**config.mk**
```make
export PLATFORM = sky130hd
export DESIGN_NAME = lockout_timer
export DESIGN_NICKNAME = d
export VERILOG_FILES = /design/src/rtl/lockout_timer_pkg.sv /design/src/rtl/lockout_timer_bcd_down_counter.sv /design/src/rtl/lockout_timer.sv
export SDC_FILE = /design/constraint.sdc
export NUM_CORES = 1
export LEC_CHECK = 0
export ABC_AREA = 0
export BUFFER_PORTS_ARGS = -buffer_cell sky130_fd_sc_hd__buf_4
export CAP_MARGIN = 20
export CELL_PAD_IN_SITES_DETAIL_PLACEMENT = 1
export CELL_PAD_IN_SITES_GLOBAL_PLACEMENT = 2
export CORE_MARGIN = 2
export CORE_UTILIZATION = 41
export CTS_CLUSTER_SIZE = 30
export DETAILED_ROUTE_END_ITERATION = 8
export PLACE_DENSITY = 0.85
export SYNTH_ARGS = -nofsm -noshare
export SYNTH_HDL_FRONTEND = slang
export SYNTH_SLANG_ARGS = --single-unit
```
**constraint.sdc**
```tcl
create_clock -name clk -period 4.5 [get_ports clk]
set_input_delay 0.675 -clock clk [delete_from_list [all_inputs] [get_ports clk]]
set_output_delay 0.675 -clock clk [all_outputs]
set_load 0.02 [all_outputs]
```
**src/rtl/lockout_timer_pkg.sv**
```systemverilog
// Shared definitions for the authentication lockout path: state encodings,
// the blank-digit code understood by seven_seg, and two-digit BCD helpers.
package lockout_timer_pkg;

    localparam logic [1:0] ST_IDLE   = 2'b01;
    localparam logic [1:0] ST_LOCKED = 2'b10;

    localparam logic [3:0] BCD_BLANK = 4'hF;

    function automatic logic [7:0] to_bcd2(input int unsigned value);
        to_bcd2 = {4'(value / 32'd10), 4'(value % 32'd10)};
    endfunction

    // Saturates at 00 so the tens digit can never underflow.
    function automatic logic [7:0] bcd2_dec(input logic [7:0] digits);
        if (digits[3:0] != 4'd0) begin
            bcd2_dec = {digits[7:4], digits[3:0] - 4'd1};
        end else if (digits[7:4] != 4'd0) begin
            bcd2_dec = {digits[7:4] - 4'd1, 4'd9};
        end else begin
            bcd2_dec = digits;
        end
    endfunction

endpackage

```
**src/rtl/lockout_timer_bcd_down_counter.sv**
```systemverilog
// Two-digit BCD down counter with synchronous load; load wins over decrement.
module bcd_down_counter
    import lockout_timer_pkg::*;
#(
    parameter logic [7:0] RST_VAL = 8'h00
) (
    input  logic       clk,
    input  logic       rst,
    input  logic       load,
    input  logic [7:0] load_val,
    input  logic       dec,
    output logic [3:0] tens,
    output logic [3:0] ones,
    output logic       zero
);

    logic [7:0] digits_q;
    logic [7:0] digits_d;

    always_comb begin
        digits_d = digits_q;
        if (load) begin
            digits_d = load_val;
        end else if (dec) begin
            digits_d = bcd2_dec(digits_q);
        end else begin
            digits_d = digits_q;
        end
    end

    always_ff @(posedge clk or posedge rst) begin
        if (rst) begin
            digits_q <= RST_VAL;
        end else begin
            digits_q <= digits_d;
        end
    end

    assign tens = digits_q[7:4];
    assign ones = digits_q[3:0];
    assign zero = (digits_q == 8'h00);

endmodule

```
**src/rtl/lockout_timer.sv**
```systemverilog
// Failed-attempt tracker and lockout countdown. The digit counter doubles as
// the display register: in IDLE it is reloaded every cycle with blank/attempts-left.
module lockout_timer
    import lockout_timer_pkg::*;
#(
    parameter int MAX_FAILS = 3,
    parameter int LOCK_SECS = 30,
    parameter int TICK_DIV  = 10_000_000
) (
    input  logic       clk,
    input  logic       rst,
    input  logic       auth_fail,
    input  logic       auth_pass,
    output logic [3:0] bcd_tens,
    output logic [3:0] bcd_ones,
    output logic       locked,
    output logic       lock_done
);

    localparam int             PW       = $clog2(TICK_DIV);
    localparam logic [PW-1:0]  TERM     = PW'(TICK_DIV - 1);
    localparam logic [3:0]     MAX_F    = 4'(MAX_FAILS);
    localparam logic [7:0]     LOCK_BCD = to_bcd2(LOCK_SECS);

    if (MAX_FAILS < 1 || MAX_FAILS > 9) begin : g_bad_max_fails
        $fatal(1, "lockout_timer: MAX_FAILS out of range 1..9");
    end
    if (LOCK_SECS < 1 || LOCK_SECS > 99) begin : g_bad_lock_secs
        $fatal(1, "lockout_timer: LOCK_SECS out of range 1..99");
    end
    if (TICK_DIV < 2) begin : g_bad_tick_div
        $fatal(1, "lockout_timer: TICK_DIV must be at least 2");
    end

    logic [1:0]    state_q, state_d;
    logic [3:0]    fail_cnt_q, fail_cnt_d;
    logic [PW-1:0] presc_q, presc_d;
    logic          locked_q, locked_d;
    logic          lock_done_q, lock_done_d;

    logic          load_s;
    logic          dec_s;
    logic          zero_s;
    logic [7:0]    load_val_s;

    always_comb begin
        state_d     = state_q;
        fail_cnt_d  = fail_cnt_q;
        presc_d     = presc_q;
        lock_done_d = 1'b0;
        load_s      = 1'b1;
        dec_s       = 1'b0;
        case (state_q)
            ST_IDLE: begin
                presc_d = {PW{1'b0}};
                // A simultaneous pass is ignored: the fail branch takes priority.
                if (auth_fail) begin
                    fail_cnt_d = fail_cnt_q + 4'd1;
                    if (fail_cnt_q + 4'd1 == MAX_F) begin
                        state_d = ST_LOCKED;
                    end else begin
                        state_d = ST_IDLE;
                    end
                end else if (auth_pass) begin
                    fail_cnt_d = 4'd0;
                end else begin
                    fail_cnt_d = fail_cnt_q;
                end
            end
            ST_LOCKED: begin
                load_s = 1'b0;
                if (presc_q == TERM) begin
                    presc_d = {PW{1'b0}};
                    // 00 has been shown for a full tick by now, so this tick ends the lockout.
                    if (zero_s) begin
                        state_d     = ST_IDLE;
                        fail_cnt_d  = 4'd0;
                        lock_done_d = 1'b1;
                        load_s      = 1'b1;
                    end else begin
                        dec_s = 1'b1;
                    end
                end else begin
                    presc_d = presc_q + PW'(1);
                end
            end
            default: begin
                state_d    = ST_IDLE;
                fail_cnt_d = 4'd0;
                presc_d    = {PW{1'b0}};
            end
        endcase
        locked_d = (state_d == ST_LOCKED);
    end

    assign load_val_s = (state_d == ST_LOCKED) ? LOCK_BCD
                                               : {BCD_BLANK, MAX_F - fail_cnt_d};

    always_ff @(posedge clk or posedge rst) begin
        if (rst) begin
            state_q     <= ST_IDLE;
            fail_cnt_q  <= 4'd0;
            presc_q     <= {PW{1'b0}};
            locked_q    <= 1'b0;
            lock_done_q <= 1'b0;
        end else begin
            state_q     <= state_d;
            fail_cnt_q  <= fail_cnt_d;
            presc_q     <= presc_d;
            locked_q    <= locked_d;
            lock_done_q <= lock_done_d;
        end
    end

    bcd_down_counter #(
        .RST_VAL ({BCD_BLANK, MAX_F})
    ) u_digits (
        .clk      (clk),
        .rst      (rst),
        .load     (load_s),
        .load_val (load_val_s),
        .dec      (dec_s),
        .tens     (bcd_tens),
        .ones     (bcd_ones),
        .zero     (zero_s)
    );

    assign locked    = locked_q;
    assign lock_done = lock_done_q;

endmodule

```
==> results.md <==
* RSZ-0062 raised after global routing: false
* CTS Root Cell: clkbuf_8
* Detailed placement HPWL at 3.756 mm
* Post-CTS resize count at 0
* Initial antenna violation count at 0
* Startpoint Class: flop
* Skew-Pair Late Insertion Delay at 0.29 ns
* DRC at 0
* CTS Buffer Depth at 2
* Nets@finish at 279
* Main synth FF type: dfrtp_1
* Routed wire length at 5.358 mm
* Pin count of the biggest net entering global routing at 41
* Global-route wire length before repair at 9.494 mm
* Initial DRC count at 99
* Final hold violations at 0
* Final ANT Viol Nets at 0
* Number of library cell types mapped by synthesis at 50
* Skew final at about 0.011 ns
* Diodes inserted at 0
* Vias at between 1,500 and 2,000
* GRT Total Usage at 19.09%
* Post-synthesis sequential area ratio at 43.53%
* WL/cell at approximately 16 µm
* Crit path launch: presc_q[13]
* I/O pin cnt at 14
* Syn_area_per_cell at 8.922 µm²
* Syn Nets at between 200 and 300
* Worst rel slew slack at 41.09%
* Status: finished, final reports clean
* Power per cell area at approximately 370 mW/mm²
* Post-synthesis sequential element count at 40
* Critical path capture point type: flop
* Initial Util at 42.39%
* GRT overflow at 0
* Setup Fix Bufs, Post-CTS at 0
* Row count at 27
* Fmax at about 0.38 GHz
* Number of synthesized flops with an enable pin at 0
* WP data required at roughly 4.7 ns
* Final worst slack at between 1.5 and 2 ns
* Critical Setup Path Class: reg -> reg
* CTS buffer count at 5
* Yosys warnings at 0
* Die W at between 70 and 80 µm
* Worst Max-Slew Pin Slew at 0.8817 ns
* Post-Syn Area at 0.002320 mm²
* Util after Layout at 47.26%
* CTS sink cnt at 40
* Worst min-delay path category: in -> async
* Layout cell share with drive strength beyond 1 at 14.81%
* Die height at 79.22 µm
* Fraction of registers with async set/reset at 100.0%
* Vias in the first global route at 1,910
* Hold_ws at 0.5019 ns
* Total power at 0.9466 mW
* VDD IR max at 0.0001605 V
* Final min period at 2.640 ns
* Total core area at 0.005473 mm²
* Fillers at about 670
* Worst EP arrival at 2.87 ns
* GP Congestion at roughly 0.8
* Cells after Synth at 260
* Crit-path max FO at 24
* Drt first pass iters at 4
* CTS Hold Bufs at 0
* Synth-to-layout area growth at 11.49%
* Pre-CTS WS at 1.865 ns
* Pleak at 1.051 nW
* RR Startpoint: presc_q[13]
* TritonCTS clock tree: yes
* Clk slew on worst S/H paths at 0.08 ns
* Number of max-cap violations at 0
* Vias per cell at 5.462
* Final slew viol count at 0
* Final setup viols at 0
* Fin crit share at 58.67%
* Area of the die at 0.006276 mm²
* # H-tree levels at 2
* PortBufs at 13
* Total negative setup slack at 0 ns
==> worst max-delay path, stage by stage (launching register included) <==
cell     delay (ns)
dfrtp_1        0.43
nor4b_1        0.39
nand4_1        0.16
or3_1          0.59
nand2_1        0.67
o21ai_0        0.20
nor3_2         0.13
==> layout make-up <==
cell class / instances / area [µm²] / share of cell area, %
inverters: 9 / 33.78 / 1.306
clock inverters: 1 / 30.03 / 1.161
repair buffers: 14 / 105.1 / 4.064
multi-input cells: 199 / 1221 / 47.22
clock buffers: 7 / 96.34 / 3.725
flip-flops and latches: 40 / 1010 / 39.04
well taps: 72 / 90.09 / 3.483
==> flip-flops by register name, indices dropped and copies added (netlist names) <==
register           flops
u_digits.digits_q      8
lock_done              1
locked                 1
fail_cnt_q             4
state_q                2
presc_q               24
==> synth_stat cells (2+ instances only) <==
| master | instances | area [µm²] |
|---|---|---|
| and2_1 | 2 | 12.51 |
| or4_1 | 3 | 22.52 |
| o211ai_1 | 4 | 30.03 |
| nor3_2 | 2 | 20.02 |
| a21oi_1 | 12 | 60.06 |
| o21ai_0 | 10 | 50.05 |
| or3_1 | 4 | 25.02 |
| nor2b_1 | 3 | 18.77 |
| buf_2 | 2 | 10.01 |
| nor2_1 | 43 | 161.4 |
| nor3_1 | 8 | 40.04 |
| nand3b_1 | 2 | 15.01 |
| dfstp_2 | 7 | 183.9 |
| nor4_1 | 2 | 12.51 |
| nand2_1 | 18 | 67.56 |
| nor4b_1 | 2 | 17.52 |
| clkbuf_1 | 8 | 30.03 |
| or4b_2 | 2 | 20.02 |
| inv_1 | 9 | 33.78 |
| and3_1 | 5 | 31.28 |
| and4_1 | 2 | 17.52 |
| nand4_1 | 10 | 62.56 |
| xor2_1 | 17 | 148.9 |
| xnor2_1 | 4 | 35.03 |
| ha_1 | 6 | 75.07 |
| nand2b_1 | 7 | 43.79 |
| dfrtp_1 | 33 | 825.8 |
| nand3_1 | 11 | 55.05 |
==> per-stage QoR <==
step	std cells	area, µm²
2_1_floorplan	260	2320
3_3_place_gp	334	2460
3_5_place_dp	334	2460
4_1_cts	342	2586
5_1_grt	342	2586
6_report	342	2586
==> layout by cell type (no fill, tap or decap), types with 2 or more instances in the layout <==
| cell | Yosys | final |
|---|---|---|
| and3_1 | 5 | 5 |
| inv_1 | 9 | 9 |
| or4_1 | 3 | 3 |
| nor3_2 | 2 | 2 |
| nand3b_1 | 2 | 2 |
| nor4b_1 | 2 | 2 |
| a21oi_1 | 12 | 12 |
| dfstp_2 | 7 | 7 |
| o211ai_1 | 4 | 4 |
| or3_1 | 4 | 4 |
| dfrtp_1 | 33 | 33 |
| and2_1 | 2 | 2 |
| nor4_1 | 2 | 2 |
| nand2_1 | 18 | 18 |
| nand2b_1 | 7 | 7 |
| ha_1 | 6 | 6 |
| clkbuf_8 | 0 | 7 |
| nor2_1 | 43 | 43 |
| o21ai_0 | 10 | 10 |
| nor3_1 | 8 | 8 |
| nand3_1 | 11 | 11 |
| buf_4 | 0 | 14 |
| nor2b_1 | 3 | 3 |
| xnor2_1 | 4 | 4 |
| xor2_1 | 17 | 17 |
| nand4_1 | 10 | 10 |
| or4b_2 | 2 | 2 |
| and4_1 | 2 | 2 |
==> metal layers <==
layer	vias to the layer above	global-route usage, %	wire, µm
met5	-	0	0
met3	5	3.068	104
met1	917	27.88	2780
met2	19	29.32	2425
met4	0	5.172	48
li1	927	-	-
==> power breakdown <==
| part | internal (mW) | total, mW | switching, mW | leakage [nW] |
|---|---|---|---|---|
| clock network | 0.196 | 0.324 | 0.128 | 0.0645 |
| logic | 0.0720 | 0.191 | 0.119 | 0.453 |
| registers | 0.393 | 0.431 | 0.0378 | 0.533 |
| total | 0.661 | 0.947 | 0.286 | 1.05 |
==> cell families after synthesis <==
family / Yosys count / share of synthesized area [%]
AOI/OAI and AO/OA: 41 / 11.98
xor gates and xnor gates: 21 / 7.929
adders and majority gates: 6 / 3.236
buffers and inverters: 21 / 3.829
DFF: 40 / 43.53
muxes: 2 / 0.9169
and+or+nand+nor: 129 / 28.59
==> final timing paths <==
kind,to,slack (ns),cells past startpoint
setup / recovery,u_digits.digits_q[0],1.86,6
hold / removal,presc_q[5],0.50,3
setup reg to reg,u_digits.digits_q[0],1.86,6
hold reg to reg,presc_q[0],0.53,1
max in group asynchronous,u_digits.digits_q[6],3.63,3
min in group clk,presc_q[0],0.53,1
Note: power is estimated with default switching activity, not from simulation.
